===== config.mk =====
export PLATFORM = sky130hd
export DESIGN_NAME = bitstream_serializer
export DESIGN_NICKNAME = d
export VERILOG_FILES = /design/src/rtl/serializer_pkg.sv /design/src/rtl/serializer_cmd_fifo.sv /design/src/rtl/bitstream_serializer.sv
export SDC_FILE = /design/constraint.sdc
export NUM_CORES = 1
export LEC_CHECK = 0
export ABC_CLOCK_PERIOD_IN_PS = 3600
export CAP_MARGIN = 20
export CORE_UTILIZATION = 54
export CTS_BUF_LIST = sky130_fd_sc_hd__clkbuf_16
export DETAILED_ROUTE_END_ITERATION = 12
export PLACE_DENSITY_LB_ADDON = 0.08
export SETUP_SLACK_MARGIN = 0.5
export SYNTH_ARGS = -nofsm -noshare
export SYNTH_HDL_FRONTEND = slang
export SYNTH_SLANG_ARGS = --single-unit

===== constraint.sdc =====
create_clock -name s5_clk -period 3.6 [get_ports s5_clk]
set_input_delay 0.72 -clock s5_clk [delete_from_list [all_inputs] [get_ports s5_clk]]
set_output_delay 0.72 -clock s5_clk [all_outputs]
set_load 0.01 [all_outputs]

===== src/rtl/serializer_pkg.sv =====
// serializer_pkg: shared types for the bitstream serializer.
// FSM states, carry-flag codes, the command entry and a final-byte helper.
package serializer_pkg;

  localparam int BYTE_W = 8;

  typedef logic [BYTE_W-1:0] byte_t;

  typedef enum logic [2:0] {
    IDLE,
    S_B1,
    S_B2,
    S_B3,
    S_RUN,
    S_B4,
    S_B5
  } state_e;

  typedef enum logic [2:0] {
    CF_NONE,
    CF_B1,
    CF_B2,
    CF_B3,
    CF_B4,
    CF_RUN,
    CF_RUN_B4,
    CF_RUN_B5
  } carry_flag_e;

  typedef struct packed {
    carry_flag_e flag;
    logic        last;
    byte_t       b1;
    byte_t       b2;
    byte_t       b3;
    byte_t       b4;
    byte_t       b5;
  } cmd_t;

  // True when the byte emitted in state st closes the group.
  function automatic logic is_final(
    input state_e st,
    input cmd_t   c,
    input byte_t  cnt
  );
    logic f;
    f = 1'b0;
    unique case (st)
      S_B1:  f = (c.flag == CF_B1) ||
                 (c.flag == CF_RUN && c.b3 == '0);
      S_B2:  f = (c.flag == CF_B2);
      S_B3:  f = (c.flag == CF_B3);
      S_RUN: f = (c.flag == CF_RUN) && (cnt == 8'd1);
      S_B4:  f = (c.flag == CF_B4) ||
                 (c.flag == CF_RUN_B4);
      S_B5:  f = 1'b1;
      default: f = 1'b0;
    endcase
    return f;
  endfunction

endpackage


===== src/rtl/serializer_cmd_fifo.sv =====
// serializer_cmd_fifo: command FIFO, show-ahead read port.
// Pointers carry one extra bit to tell full from empty.
module serializer_cmd_fifo
  import serializer_pkg::*;
#(
  parameter int  DEPTH = 4,
  parameter type T     = cmd_t
) (
  input  logic clk,
  input  logic rst_n,
  input  logic wr_en,
  input  T     wr_data,
  input  logic rd_en,
  output T     rd_data,
  output logic full,
  output logic empty,
  output logic almost_full
);

  localparam int AW = $clog2(DEPTH);

  typedef logic [AW:0] ptr_t;

  ptr_t wr_ptr_q, wr_ptr_d;
  ptr_t rd_ptr_q, rd_ptr_d;
  ptr_t used;
  T     mem_q [DEPTH];
  T     mem_d [DEPTH];

  assign used        = wr_ptr_q - rd_ptr_q;
  assign full        = (used == ptr_t'(DEPTH));
  assign empty       = (used == '0);
  assign almost_full = (used >= ptr_t'(DEPTH - 1));
  assign rd_data     = mem_q[rd_ptr_q[AW-1:0]];

  always_comb begin
    mem_d    = mem_q;
    wr_ptr_d = wr_ptr_q;
    rd_ptr_d = rd_ptr_q;
    if (wr_en && !full) begin
      mem_d[wr_ptr_q[AW-1:0]] = wr_data;
      wr_ptr_d = wr_ptr_q + ptr_t'(1);
    end
    if (rd_en && !empty) begin
      rd_ptr_d = rd_ptr_q + ptr_t'(1);
    end
  end

  always_ff @(posedge clk or negedge rst_n) begin
    if (!rst_n) begin
      wr_ptr_q <= '0;
      rd_ptr_q <= '0;
      for (int i = 0; i < DEPTH; i++) begin
        mem_q[i] <= '0;
      end
    end else begin
      wr_ptr_q <= wr_ptr_d;
      rd_ptr_q <= rd_ptr_d;
      mem_q    <= mem_d;
    end
  end

endmodule


===== src/rtl/bitstream_serializer.sv =====
// bitstream_serializer: expands carry groups into a byte stream.
// BITSTREAM_SERIALIZER_COUNT_EN adds the accepted-byte counter port.
module bitstream_serializer
  import serializer_pkg::*;
#(
  parameter int S5_BITSTREAM_WIDTH = 8,
  parameter int S5_CMD_DEPTH       = 4
) (
  input  logic                          s5_clk,
  input  logic                          s5_reset,
  input  logic [S5_BITSTREAM_WIDTH-1:0] in_carry_bit_1,
  input  logic [S5_BITSTREAM_WIDTH-1:0] in_carry_bit_2,
  input  logic [S5_BITSTREAM_WIDTH-1:0] in_carry_bit_3,
  input  logic [S5_BITSTREAM_WIDTH-1:0] in_carry_bit_4,
  input  logic [S5_BITSTREAM_WIDTH-1:0] in_carry_bit_5,
  input  logic [2:0]                    in_carry_flag,
  input  logic                          in_flag_last,
  output logic [S5_BITSTREAM_WIDTH-1:0] out_byte,
  output logic                          out_valid,
  input  logic                          out_ready,
  output logic                          out_last,
  output logic                          out_almost_full,
  output logic                          out_overflow
`ifdef BITSTREAM_SERIALIZER_COUNT_EN
  ,
  output logic [31:0]                   out_byte_count
`endif
);

  state_e state_q, state_d, nxt;
  cmd_t   cur_q, cur_d;
  byte_t  cnt_q, cnt_d, cnt_n;
  byte_t  byte_q, byte_d;
  logic   valid_q, valid_d;
  logic   last_q, last_d;
  logic   ovf_q, ovf_d;
  logic   fire, pop, wr_en;
  logic   fifo_full, fifo_empty;
  cmd_t   cmd_wr, rd_data;

  assign fire  = valid_q && out_ready;
  assign wr_en = (in_carry_flag != 3'd0) && !fifo_full;
  assign ovf_d = ovf_q ||
                 ((in_carry_flag != 3'd0) && fifo_full);

  always_comb begin
    cmd_wr      = '0;
    cmd_wr.flag = carry_flag_e'(in_carry_flag);
    cmd_wr.last = in_flag_last;
    cmd_wr.b1   = BYTE_W'(in_carry_bit_1);
    cmd_wr.b2   = BYTE_W'(in_carry_bit_2);
    cmd_wr.b3   = BYTE_W'(in_carry_bit_3);
    cmd_wr.b4   = BYTE_W'(in_carry_bit_4);
    cmd_wr.b5   = BYTE_W'(in_carry_bit_5);
  end

  serializer_cmd_fifo #(
    .DEPTH (S5_CMD_DEPTH),
    .T     (cmd_t)
  ) u_fifo (
    .clk         (s5_clk),
    .rst_n       (s5_reset),
    .wr_en       (wr_en),
    .wr_data     (cmd_wr),
    .rd_en       (pop),
    .rd_data     (rd_data),
    .full        (fifo_full),
    .empty       (fifo_empty),
    .almost_full (out_almost_full)
  );

  // Successor of the byte currently on the output; IDLE ends the group.
  always_comb begin
    nxt   = IDLE;
    cnt_n = cnt_q;
    unique case (state_q)
      S_B1: begin
        if (cur_q.flag == CF_B1) begin
          nxt = IDLE;
        end else if (cur_q.flag <= CF_B4) begin
          nxt = S_B2;
        end else if (cur_q.b3 == '0) begin
          nxt = (cur_q.flag == CF_RUN) ? IDLE : S_B4;
        end else begin
          nxt   = S_RUN;
          cnt_n = cur_q.b3;
        end
      end
      S_B2: nxt = (cur_q.flag == CF_B2) ? IDLE : S_B3;
      S_B3: nxt = (cur_q.flag == CF_B3) ? IDLE : S_B4;
      S_RUN: begin
        cnt_n = cnt_q - 8'd1;
        if (cnt_q == 8'd1) begin
          nxt = (cur_q.flag == CF_RUN) ? IDLE : S_B4;
        end else begin
          nxt = S_RUN;
        end
      end
      S_B4: nxt = (cur_q.flag == CF_RUN_B5) ? S_B5 : IDLE;
      default: nxt = IDLE;
    endcase
  end

  always_comb begin
    state_d = state_q;
    cur_d   = cur_q;
    cnt_d   = cnt_q;
    byte_d  = byte_q;
    valid_d = valid_q;
    last_d  = last_q;
    pop     = 1'b0;
    if (state_q == IDLE || fire) begin
      if (nxt == IDLE) begin
        if (!fifo_empty) begin
          pop     = 1'b1;
          cur_d   = rd_data;
          state_d = S_B1;
          byte_d  = rd_data.b1;
          valid_d = 1'b1;
          last_d  = rd_data.last &&
                    is_final(S_B1, rd_data, cnt_q);
        end else begin
          state_d = IDLE;
          valid_d = 1'b0;
          last_d  = 1'b0;
        end
      end else begin
        state_d = nxt;
        cnt_d   = cnt_n;
        valid_d = 1'b1;
        last_d  = cur_q.last &&
                  is_final(nxt, cur_q, cnt_n);
        unique case (nxt)
          S_B2, S_RUN: byte_d = cur_q.b2;
          S_B3:        byte_d = cur_q.b3;
          S_B4:        byte_d = cur_q.b4;
          S_B5:        byte_d = cur_q.b5;
          default:     byte_d = cur_q.b1;
        endcase
      end
    end
  end

  always_ff @(posedge s5_clk or negedge s5_reset) begin
    if (!s5_reset) begin
      state_q <= IDLE;
      cur_q   <= '0;
      cnt_q   <= '0;
      byte_q  <= '0;
      valid_q <= 1'b0;
      last_q  <= 1'b0;
      ovf_q   <= 1'b0;
    end else begin
      state_q <= state_d;
      cur_q   <= cur_d;
      cnt_q   <= cnt_d;
      byte_q  <= byte_d;
      valid_q <= valid_d;
      last_q  <= last_d;
      ovf_q   <= ovf_d;
    end
  end

  assign out_byte     = S5_BITSTREAM_WIDTH'(byte_q);
  assign out_valid    = valid_q;
  assign out_last     = last_q;
  assign out_overflow = ovf_q;

`ifdef BITSTREAM_SERIALIZER_COUNT_EN
  logic [31:0] bcnt_q, bcnt_d;

  assign bcnt_d = bcnt_q + (fire ? 32'd1 : 32'd0);

  always_ff @(posedge s5_clk or negedge s5_reset) begin
    if (!s5_reset) begin
      bcnt_q <= '0;
    end else begin
      bcnt_q <= bcnt_d;
    end
  end

  assign out_byte_count = bcnt_q;
`endif

endmodule


Word level (Yosys, flattened, before mapping) --
Index checks and enable logic that the tools add are counted.
Word-level totals: register bits 248, input port bits 47, output and inout port bits 12, logic and storage cells 144
Operators by class: $add $sub $neg 4, order comparisons 5, equal/unequal tests 24, mux-type cells 36, bitwise operators 4, reduce and logical (&&, ||, !) cells 28
Operators with widths (number):
- bitwise mux 176 bit | 1
- 2-to-1 mux 44 bit | 3
- binary-select mux 44 bit (select 2 bit) | 1
- demux 44 bit (select 2 bit) | 1
- 2-to-1 mux 8 bit | 5
- == test 3 bit, second input constant | 11
- case mux 8 bit (4 select lines) | 1
- 2-to-1 mux 3 bit | 8
- == test 3 x 2 -> 1 bit, second input constant | 6
- == test 8 x 1 -> 1 bit, second input constant | 2
- zero test 8 bit | 2
- case mux 8 bit (2 select lines) | 1
- case mux 3 bit (5 select lines) | 1
- == test 3 x 1 -> 1 bit, second input constant | 4
- 2-to-1 mux 1 bit | 12
- logical AND 1 bit | 11
- zero test 3 bit | 3
- subtractor 8 x 1 -> 8 bit, second input constant | 1
- adder 3 x 1 -> 3 bit, second input constant | 2
- >= comparator 3 bit, second input constant | 2
- inverter 2 -> 3 bit | 2
- case mux 1 bit (6 select lines) | 1
- logical OR 1 bit | 5
- AND reduction 2 bit | 2
- other kinds (11) | 13

Longest topological paths before layout --
Gate-level depths: netlist of run 1.
depth in word-level cells 13, mapped depth 13, mapped depth without buffers 10

Hierarchy --
A second synthesis of run 1 with hierarchy kept.
Unflattened totals: cells, all modules 846, area total of the unflattened synthesis 11434.7 um^2
By module, submodules not included:
- serializer_cmd_fifo | times used 1, cells each 527, area an instance 8127.8 um^2, sequential area each 4554.4 um^2
- bitstream_serializer | times used 1, cells each 319, area an instance 3306.9 um^2, sequential area each 1451.4 um^2

Worst setup path after synthesis of run 1 --
Ideal clock, no wire load.
path kind reg-to-reg, start register u_fifo.rd_ptr_q[1], end register u_fifo.mem_q[0] in the netlist's numbering, setup time 125 ps, data arrival time 3392 ps, slack 84 ps, stages on the path, launching flop included 13, period minus slack after synthesis 3516 ps, path through dfrtp_1 > clkbuf_1 > buf_1 > clkbuf_1 > inv_1 > fa_1 > xnor2_1 > xnor2_1 > nor2_1 > nor2_1 > nand2_1 > clkbuf_1 > mux2_2
Between the ends: word-level cells in the longest chain between the ends 5
Ends and longest elaborated chain:
- start, declared | line serializer_cmd_fifo.sv:25 | ptr_t rd_ptr_q, rd_ptr_d;
- start signal, assigned | line serializer_cmd_fifo.sv:58 | rd_ptr_q <= rd_ptr_d;
- subtractor 3 bit (*) | line serializer_cmd_fifo.sv:30 | assign used = wr_ptr_q - rd_ptr_q;
- == test 3 bit (*) | line serializer_cmd_fifo.sv:31 | assign full = (used == ptr_t'(DEPTH));
- zero test 1 bit (*) | line serializer_cmd_fifo.sv:40, bitstream_serializer.sv:42
- logical AND 1 bit | line bitstream_serializer.sv:42 | assign wr_en = (in_carry_flag != 3'd0) && !fifo_full;
- logical AND 1 bit (*) | line serializer_cmd_fifo.sv:40 | if (wr_en && !full) begin
- end signal, assigned | line serializer_cmd_fifo.sv:59 | mem_q <= mem_d;
- end, declared | line serializer_cmd_fifo.sv:27 | T mem_q [DEPTH];
Mark *: on every way between the ends. The rest lies on a longest branch, timed or not. A chain may end at the register's enable or synchronous reset.

Final worst setup path of run 1 --
start register u_fifo.wr_ptr_q[0], end output port out_almost_full
Between the ends: word-level cells in the longest chain between the ends 2
Ends and longest elaborated chain:
- start, declared | line serializer_cmd_fifo.sv:24 | ptr_t wr_ptr_q, wr_ptr_d;
- start signal, assigned | line serializer_cmd_fifo.sv:57 | wr_ptr_q <= wr_ptr_d;
- subtractor 3 bit | line serializer_cmd_fifo.sv:30
- >= comparator 3 x 2 -> 1 bit | line serializer_cmd_fifo.sv:33 | assign almost_full = (used >= ptr_t'(DEPTH - 1));
- end, declared | line bitstream_serializer.sv:22 | output logic out_almost_full,
Every way passes these cells.

==> flow_summary_export.csv, run 1 <==
group,metric,value,unit
logic_synthesis,synth.area.mux_share,30.8,%
sta,worst_slew_pin_slew,1030,ps
logic_synthesis,synthXorXnorAreaFrac,0.635,%
placed_design,dpl-instance-area,11900,um2
clocking,htreeDepth,1,
detailed_routing,via_count,6758,
clocking,cts_tree,"built",
logic_synthesis,synth_edf_count,0,
logic_synthesis,synth_cell_types,65,
logic_synthesis,async_reset_ff_share,100,%
logic_synthesis,syn_area,11000,um2
critical_path,critPathKind,"flip-flop to primary output",
critical_path,crit_start,"u_fifo.wr_ptr_q[0]$_DFFE_PN0P_",
floorplan,chipHeight,145,um
global_route,grt_max_degree,83,
detailed_routing,wl,24.3,mm
sta,fin_setup_tns,0,ps
placed_design,hpwl,15.5,mm
power,p_leak,5.27,nW
sta,period_share,83.1,%
logic_synthesis,synth-seq-area-share,54.4,%
critical_path,r2r_slack,710,ps
floorplan,start_util,55.9,%
placed_design,portBuffers,58,
detailed_routing,dr.pass1.iters,6,
global_route,grt.total_usage,24.3,%
floorplan,die_w,145,um
critical_path,end_kind,"primary output",
cells_and_area,areaGrowthSynthToFinish,15.2,%
cells_and_area,drive_above_1_share,35.9,%
power,power_density,1120,nW/um2
floorplan,die-area,21000,um2
detailed_routing,post_drt_wl_per_cell,22.1,um
global_route,grt_pass1_wl,40.2,mm
power,vdd_ir_drop_max,0.488,mV
critical_path,cp-endpoint,"out_almost_full",
detailed_routing,first_iter_violations,509,
critical_path,reg2reg_to,"out_byte[5]$_DFFE_PN0P_",
critical_path,cp.arrival,2270,ps
detailed_routing,postRouteAntennaNets,0,
clocking,cts_hold_buf,0,
floorplan,ios,59,
detailed_routing,viasPerCell,6.14,
outcome,outcome,"finished, final reports clean",
clocking,clk_latency,530,ps
critical_path,rr_startpoint,"cur_q[20]$_DFFE_PN0P_",
cells_and_area,antenna_cells,0,
logic_synthesis,synth_cells,757,
sta,setup_viol,0,
logic_synthesis,ys_warn_count,0,
clocking,cts_made_buffers,26,
sta,period_needed,2990,ps
placed_design,place_congestion,0.908,
critical_path,rr_worst_depth,8,
critical_path,start_kind,"flip-flop",
clocking,cts_sinks,240,
logic_synthesis,synth_area_per_cell,14.6,um2
floorplan,core_area,19700,um2
logic_synthesis,synth_ff_type,"dfrtp_1",
sta,timing.fmax,334,MHz
critical_path,required,2880,ps
logic_synthesis,ys_ff_latch,240,
sta,hold_violations,0,
global_route,antenna_found_initial,0,
logic_synthesis,synth_top_family_by_area,"multiplexers",
detailed_routing,post-route-drc-count,0,
sta,skew,11.8,ps
run,max-cap-violations,0,
clocking,cts_max_path_buffers,3,
global_route,grt_overflow,0,
cells_and_area,design_area,12700,um2
cells_and_area,fin_nets,874,
min_path,hold_class,"input port to async pin",
sta,rsz0062_at_grt,"no",
sta,slew_headroom,30.6,%
logic_synthesis,synth_compound_area_share,5.93,%
sta,slew_violations,0,
critical_path,path_max_fanout,2,
logic_synthesis,synthesis.nets,813,
logic_synthesis,synthSimpleGateAreaFrac,4.59,%
global_route,grt_pass1_vias,7371,
clocking,clk_pin_slew,60,ps
clocking,cts-root-buf,"clkbuf_16",
floorplan,rows,51,
logic_synthesis,synth_fa_ha_area_share,1.09,%
-- power breakdown --
part           switching, mW  leakage (nW)  total, mW  internal, mW
Clock                   1.04         0.408       2.42          1.38
Sequential             0.915          2.83       5.07          4.16
Combinational           3.17          2.03       6.72          3.55
-- cell type report --
| cell class | instances | area, um2 |
|---|---|---|
| fillers | 1419 | 7010 |
| inverters | 12 | 45.0 |
| well taps | 265 | 332 |
| clock buffers | 26 | 651 |
| multi-input cells | 461 | 4790 |
| repair buffers | 77 | 752 |
| clock inverters | 20 | 128 |
| flip-flops and latches | 240 | 6010 |
-- sequential cells by signal (all words and copies together) (netlist names) --
register / flops
u_fifo.mem_q: 176
cur_q: 36
cnt_q: 8
out_byte: 8
state_q: 3
u_fifo.rd_ptr_q: 3
u_fifo.wr_ptr_q: 3
out_last: 1
out_overflow: 1
out_valid: 1
-- what timing repair did --
item / 4_1_cts / 5_1_grt
resized for setup: 5 / 7
cloned: 0 / 1
buffers inserted: 2 / 1
setup endpoints to repair: 1 / 174
pin swaps: 1 / 2
-- routing by layer --
metal | up-vias | track usage [%] | part of all wire (%)
li1 | 2980 | - | -
met1 | 3566 | 33.3 | 44
met2 | 170 | 40.0 | 49
met3 | 42 | 3.36 | 4.2
met4 | 0 | 7.71 | 2.4
met5 | - | 0 | 0
-- how the worst min path moves through the flow --
stage	startpoint	endpoint	slack, ps	depth (start not counted)
global route	s5_reset	u_fifo.mem_q[129]$_DFFE_PN0P_	220	1
CTS	s5_reset	u_fifo.mem_q[129]$_DFFE_PN0P_	200	1
detailed placement	out_overflow$_DFF_PN0_	out_overflow$_DFF_PN0_	470	2
global placement	out_overflow$_DFF_PN0_	out_overflow$_DFF_PN0_	470	2
floorplan	s5_reset	cnt_q[0]$_DFFE_PN0P_	420	0
finish	s5_reset	u_fifo.mem_q[129]$_DFFE_PN0P_	180	1
-- logic make-up (layout without fill, tap and decap cells) --
kind of cell	Yosys count	count (layout)
mux	258	258
flops	240	240
simple gates	96	97
compound gates	89	89
buf+inv	57	135
fa+ha+maj	9	9
xor+xnor	8	8
-- synthesized netlist by cell type, drive strengths merged, types with 4 or more instances --
cell | count | area, um2
xnor2 | 5 | 43.8
inv | 12 | 45.0
mux4 | 44 | 991
a221oi | 11 | 103
buf | 17 | 126
nor3b | 5 | 48.8
o21ai | 17 | 85.1
a221o | 7 | 70.1
nand2b | 4 | 25.0
a21oi | 18 | 90.1
mux2 | 212 | 2390
nor4 | 6 | 50.0
nand2 | 37 | 139
clkbuf | 28 | 105
nor2 | 17 | 63.8
nor3 | 5 | 25.0
a211oi | 4 | 30.0
ha | 8 | 100
dfrtp | 240 | 6010
-- critical path, cell delays in order (launching register included) --
cell and delay (ps):
dfrtp_1 380, inv_2 60, ha_1 150, inv_1 60, fa_2 380, xnor2_2 220, xnor2_2 150, o21ai_0 110
clkdlybuf4s15_1 240
-- per-stage QoR --
step	setup slack (ps)	cells	hold slack (ps)	utilization [%]	power, mW
3_5_place_dp	533	1051	470	60.2	11.7
6_report	607	1101	176	64.4	14.2
4_1_cts	531	1099	197	64.3	14.2
2_1_floorplan	580	757	424	-	9.91
3_3_place_gp	668	1051	470	60.2	11.3
5_1_grt	506	1101	220	64.4	15.1
-- layout by cell type (no fill, tap or decap), types with 4 or more instances in the layout --
cell type | Yosys | layout
ha_1 | 8 | 8
a211oi_1 | 4 | 4
nor2_1 | 17 | 15
mux2_2 | 178 | 178
nor3b_1 | 4 | 4
clkinv_1 | 0 | 6
nand2_1 | 37 | 33
nand2b_1 | 4 | 4
inv_1 | 12 | 17
a21oi_1 | 18 | 18
dfrtp_1 | 240 | 237
buf_4 | 0 | 15
a221o_1 | 7 | 7
clkdlybuf4s50_1 | 0 | 56
nand2_2 | 0 | 4
clkbuf_16 | 0 | 26
mux4_2 | 44 | 44
o21ai_0 | 16 | 16
clkinv_2 | 0 | 5
nor4_1 | 4 | 4
mux2_1 | 34 | 34
nor3_1 | 5 | 5
a221oi_1 | 10 | 10
Power figures use the tool's default switching activity.
==> run 2, diff against run 1 <==
- ABC_CLOCK_PERIOD_IN_PS: 3600 -> 2590
- clock period: 3.6 -> 2.59 ns (I/O delays scaled with it)
==> flow_summary_export.csv, run 2 (synthesis results as in run 1) <==
group,metric,value,unit
critical_path,path_max_fanout,8,
sta,period_share,100,%
floorplan,chipHeight,145,um
critical_path,required,3000,ps
clocking,cts_made_buffers,25,
cells_and_area,fin_nets,971,
detailed_routing,first_iter_violations,494,
outcome,failed_checks,"setup timing",
cells_and_area,fillers,1138,
detailed_routing,dr.pass1.iters,4,
floorplan,core_area,19700,um2
run,max-cap-violations,0,
cells_and_area,areaGrowthSynthToFinish,36.2,%
global_route,grt_pass1_wl,46.9,mm
placed_design,portBuffers,58,
cells_and_area,reg_top3,"u_fifo.mem_q (176), cur_q (36)",
cells_and_area,ff_latch_area,6010,um2
critical_path,end_kind,"flip-flop",
clocking,clk_latency,530,ps
global_route,antenna_found_initial,0,
cells_and_area,largest_register,"u_fifo.mem_q",
critical_path,cp.arrival,3000,ps
sta,setup_ws,-7.40,ps
cells_and_area,antenna_cells,0,
floorplan,die_w,145,um
sta,worst_slew_pin_slew,998,ps
min_path,hold_end,"out_byte[4]$_DFFE_PN0P_",
sta,rsz0062_at_grt,"yes",
critical_path,critPathKind,"flip-flop to flip-flop",
cells_and_area,largest_register_ffs,176,
clocking,htreeDepth,1,
power,power_density,1760,nW/um2
cells_and_area,multi_input_area,5690,um2
clocking,cts-root-buf,"clkbuf_16",
floorplan,rows,51,
critical_path,cp_top_family,"buffers and inverters",
sta,hold_violations,0,
critical_path,rr_startpoint,"u_fifo.wr_ptr_q[0]$_DFFE_PN0P_",
critical_path,crit_buf_inv,5,
power,vdd_ir_drop_max,0.801,mV
detailed_routing,post-route-drc-count,0,
sta,setup_viol,5,
detailed_routing,viasPerCell,6.09,
sta,timing.fmax,385,MHz
clocking,clk_pin_slew,60,ps
power,p_leak,6.66,nW
placed_design,hpwl,17.1,mm
global_route,grt_pass1_vias,8008,
global_route,grt_overflow,0,
cells_and_area,final_common_cell,"dfrtp_1",
min_path,hold_depth,2,
critical_path,cpPeakStageDelay,390,ps
clocking,cts_max_path_buffers,3,
min_path,hp-start,"out_byte[4]$_DFFE_PN0P_",
sta,period_needed,2600,ps
detailed_routing,postRouteAntennaNets,0,
global_route,grt_max_degree,58,
sta,slew_violations,0,
floorplan,ios,59,
detailed_routing,post_drt_wl_per_cell,25.2,um
critical_path,rr_worst_depth,13,
critical_path,start_kind,"flip-flop",
cells_and_area,drive_above_1_share,51.1,%
sta,slew_headroom,32.9,%
sta,skew,10.5,ps
outcome,outcome,"finished with violations",
critical_path,reg2reg_to,"u_fifo.mem_q[131]$_DFFE_PN0P_",
cells_and_area,fin_util,76.2,%
floorplan,start_util,55.9,%
clocking,cts_tree,"built",
floorplan,die-area,21000,um2
global_route,grt.total_usage,29.2,%
critical_path,path_cells,"inv_2 > ha_4 > inv_2 > fa_2 > xnor2_2 > xnor2_2 > buf_4 > nor2_4 > nor2_4 > buf_12 > nand2_8 > clkbuf_16 > mux2_2",
sta,fin_setup_tns,-16.7,ps
placed_design,place_congestion,0.863,
detailed_routing,wl,30.2,mm
critical_path,worst_path_max_delay_cell,"dfrtp_1",
placed_design,place_ws,-4.00,ps
min_path,hold_class,"flip-flop to flip-flop",
detailed_routing,via_count,7301,
cells_and_area,final_cell_mix,"dfrtp_1, mux2_4, mux2_2",
power,totalPowerFinal,26.5,mW
clocking,cts_sinks,240,
critical_path,r2r_slack,-7,ps
-- run 2: cell count changes in the layout (fill, tap and decap cells not counted), moves of 17 or more --
cell,previous run,this run
buf_6,3,27
mux2_2,178,87
buf_16,0,17
mux2_4,0,125
buf_4,15,53
mux2_1,34,0
-- run 2: worst max path at each step --
stage	start	to	slack [ps]	cells after the start
global route	u_fifo.wr_ptr_q[0]$_DFFE_PN0P_	u_fifo.mem_q[47]$_DFFE_PN0P_	-90	14
CTS	u_fifo.wr_ptr_q[0]$_DFFE_PN0P_	out_almost_full	-10	8
detailed placement	u_fifo.wr_ptr_q[0]$_DFFE_PN0P_	cur_q[21]$_DFFE_PN0P_	-4	10
finish	u_fifo.wr_ptr_q[0]$_DFFE_PN0P_	u_fifo.mem_q[131]$_DFFE_PN0P_	-7	13
floorplan	u_fifo.rd_ptr_q[1]$_DFFE_PN0P_	u_fifo.mem_q[0]$_DFFE_PN0P_	2	12
global placement	u_fifo.wr_ptr_q[0]$_DFFE_PN0P_	cur_q[7]$_DFFE_PN0P_	10	10
-- run 2: timing repair --
| item | 4_1_cts | 5_1_grt |
|---|---|---|
| hold buffers | 1 | 0 |
| endpoints found under the setup margin | 236 | 238 |
| endpoints found under the hold margin | 48 | 0 |
| cloned | 15 | 4 |
| resized for setup | 175 | 39 |
| buffers inserted | 32 | 6 |
| pin swaps | 20 | 16 |
-- run 2: where the power goes --
| group | switching (mW) | internal [mW] |
|---|---|---|
| Sequential | 1.35 | 5.79 |
| Combinational | 6.64 | 9.38 |
| Clock | 1.48 | 1.87 |
| Total | 9.47 | 17.0 |
-- run 2: worst reg2reg max path: stages, from the launching register on --
cell and delay (ps):
dfrtp_1 390, inv_2 80, ha_4 120, inv_2 30, fa_2 370, xnor2_2 150, xnor2_2 150, buf_4 170
nor2_4 90, nor2_4 40, buf_12 170, nand2_8 180, clkbuf_16 210, mux2_2 330
-- run 2: area by class of cell --
cell class,count,share of cell area [%]
tap,265,2.21
clock inverter,21,0.891
multi-input combinational,460,37.8
timing repair buffer,176,14.6
inverter,12,0.316
clock buffer,25,4.16
sequential,240,40.0
-- run 2: through the flow --
step,std cells,hold WS (ps),cell area (um2)
after floorplan,757,222,11500
after global placement,1095,456,12600
after detailed placement,1095,472,12600
after CTS,1189,492,14700
after global routing,1199,508,15000
final,1199,498,15000
-- run 2: per-layer routing --
layer	wire, um	share of wire (%)	up-vias	track usage, %
li1	-	-	3163	-
met1	13000	43	3878	39.0
met2	15000	50	202	48.7
met3	1280	4.2	58	4.34
met4	961	3.2	0	10.6
met5	0	0	-	0
==> run 3, diff against run 2 <==
- TNS_END_PERCENT: not set -> 50
==> flow_summary_export.csv, run 3 (synthesis results as in run 1) <==
group,metric,value,unit
sta,worst_slew_pin_slew,706,ps
clocking,cts_sinks,240,
global_route,grt_pass1_wl,47.3,mm
power,power.share.clock,13.9,%
clocking,clk_pin_slew,60,ps
sta,setup_ws,-141,ps
cells_and_area,largest_register_ffs,176,
power,p_sw,9.50,mW
global_route,grt.busiest_layer,"met2",
clocking,cts-root-buf,"clkbuf_16",
critical_path,required,3000,ps
run,max-cap-violations,0,
global_route,met1_usage,38.9,%
cells_and_area,final_common_cell,"dfrtp_1",
floorplan,start_util,55.9,%
critical_path,end_kind,"flip-flop",
critical_path,critPathKind,"flip-flop to flip-flop",
critical_path,cpPeakStageDelay,400,ps
floorplan,chipHeight,145,um
detailed_routing,post_drt_wl_per_cell,26.4,um
detailed_routing,first_iter_violations,554,
detailed_routing,post-route-drc-count,0,
detailed_routing,postRouteAntennaNets,0,
clocking,cts_max_path_buffers,3,
outcome,outcome,"finished with violations",
global_route,grt_use_met3,4.69,%
floorplan,rows,51,
floorplan,core_area,19700,um2
placed_design,dpl.cell_count,1094,
cells_and_area,largest_register,"u_fifo.mem_q",
clocking,cts_tree,"built",
global_route,grtUsageMet2,48.6,%
sta,period_share,105,%
floorplan,die-area,21000,um2
placed_design,hpwl,17.4,mm
sta,hold_violations,0,
min_path,hold_class,"flip-flop to flip-flop",
global_route,grt_max_degree,70,
power,p_leak,6.76,nW
power,p_sw_share,35.5,%
global_route,grt.total_usage,29.4,%
cells_and_area,fin_nets,972,
cells_and_area,layout.cells.non_filler,1198,
global_route,grt_pass1_vias,8060,
sta,skew,9.41,ps
sta,slew_violations,0,
global_route,antenna_found_initial,0,
sta,period_needed,2730,ps
cells_and_area,areaGrowthSynthToFinish,37.5,%
floorplan,ios,59,
power,p_int,17.3,mW
sta,slew_headroom,52.7,%
critical_path,worst_path_max_delay_cell,"fa_2",
critical_path,path_cells,"inv_2 > ha_4 > inv_2 > fa_2 > xnor2_2 > xnor2_2 > buf_6 > nor2_4 > nor2_4 > buf_12 > nand2_8 > buf_12 > buf_16 > mux2_4",
clocking,htreeDepth,1,
sta,setup_viol,178,
global_route,grt_overflow,0,
critical_path,start_kind,"flip-flop",
cells_and_area,final_cell_mix,"dfrtp_1, mux2_4, mux2_2",
cells_and_area,antenna_cells,0,
placed_design,portBuffers,58,
power,power_density,1760,nW/um2
cells_and_area,reg_top3,"u_fifo.mem_q (176), cur_q (36)",
placed_design,place_congestion,0.874,
clocking,clk_latency,530,ps
clocking,cts_made_buffers,26,
detailed_routing,dr.pass1.iters,5,
critical_path,path_max_fanout,8,
detailed_routing,wl,31.6,mm
power,vdd_ir_drop_max,0.993,mV
cells_and_area,drive_above_1_share,50.9,%
floorplan,die_w,145,um
sta,rsz0062_at_grt,"yes",
critical_path,cp.arrival,3140,ps
detailed_routing,viasPerCell,6.27,
power,combPwrFrac,59.1,%
detailed_routing,via_count,7507,
sta,timing.fmax,366,MHz
outcome,failed_checks,"setup timing",
power,seq_power_share,27.0,%
cells_and_area,fin_util,76.9,%
run 3: power by group through the flow:
stage / sequential [mW] / combinational (mW) / clock [mW]
finish: 7.23 / 15.8 / 3.71
global route: 7.40 / 16.6 / 3.91
CTS: 7.05 / 13.9 / 3.74
detailed placement: 7.01 / 10.4 / 0
global placement: 6.82 / 10.2 / 0
floorplan: 6.53 / 7.65 / 0
run 3: area by class of cell:
cell class              count  area (um2)
multi-input cells         460        5610
repair buffers            176        2310
well taps                 265         332
clock inverters            19         199
fillers                  1061        4550
clock buffers              26         651
flip-flops and latches    240        6010
inverters                  12        47.5
run 3: per-layer routing:
metal / wire [um] / vias to the layer above
met1: 13200 / 3989
met3: 1500 / 78
li1: - / 3170
met4: 1210 / 0
met2: 15700 / 270
met5: 0 / -
run 3: worst paths after layout:
path / startpoint / endpoint / slack [ps] / depth (start not counted)
setup / recovery: u_fifo.wr_ptr_q[0]$_DFFE_PN0P_ / u_fifo.mem_q[36]$_DFFE_PN0P_ / -140 / 14
min in group asynchronous: s5_reset / u_fifo.mem_q[25]$_DFFE_PN0P_ / 530 / 2
hold / removal: u_fifo.mem_q[46]$_DFFE_PN0P_ / u_fifo.mem_q[46]$_DFFE_PN0P_ / 500 / 1
hold reg to reg: u_fifo.mem_q[46]$_DFFE_PN0P_ / u_fifo.mem_q[46]$_DFFE_PN0P_ / 500 / 1
max in group asynchronous: s5_reset / u_fifo.mem_q[121]$_DFFE_PN0P_ / 1190 / 3
setup reg to reg: u_fifo.wr_ptr_q[0]$_DFFE_PN0P_ / u_fifo.mem_q[36]$_DFFE_PN0P_ / -140 / 14
run 3: stage by stage:
| step | hold WS (ps) | setup WS, ps | TNS, ps | cell area (um2) | power [mW] |
|---|---|---|---|---|---|
| after floorplan | 222 | 1.25 | 0 | 11200 | 14.2 |
| after CTS | 501 | -59.3 | -2360 | 14700 | 24.7 |
| after global placement | 470 | -5.65 | -5.65 | 12400 | 17.0 |
| final | 499 | -141 | -17530 | 15200 | 26.8 |
| after detailed placement | 487 | -47.6 | -286 | 12400 | 17.4 |
| after global routing | 509 | -196 | -26920 | 15200 | 27.9 |
run 3: what timing repair did:
action	CTS	global route
gates cloned	15	5
gates resized for setup	155	70
hold buffers	1	0
buffers inserted	30	8
pin swaps	33	29
hold endpoints to repair	65	0
setup endpoints to repair	237	238
run 3: worst max-delay path: cells and delay by family, from the launching register on:
kind / cells / cell delay, ps
XOR/XNOR: 2 / 380
adder cells (fa/ha/maj): 2 / 520
buffers and inverters: 6 / 760
flip-flops: 1 / 380
multiplexers: 1 / 300
AND/OR/NAND/NOR: 3 / 260
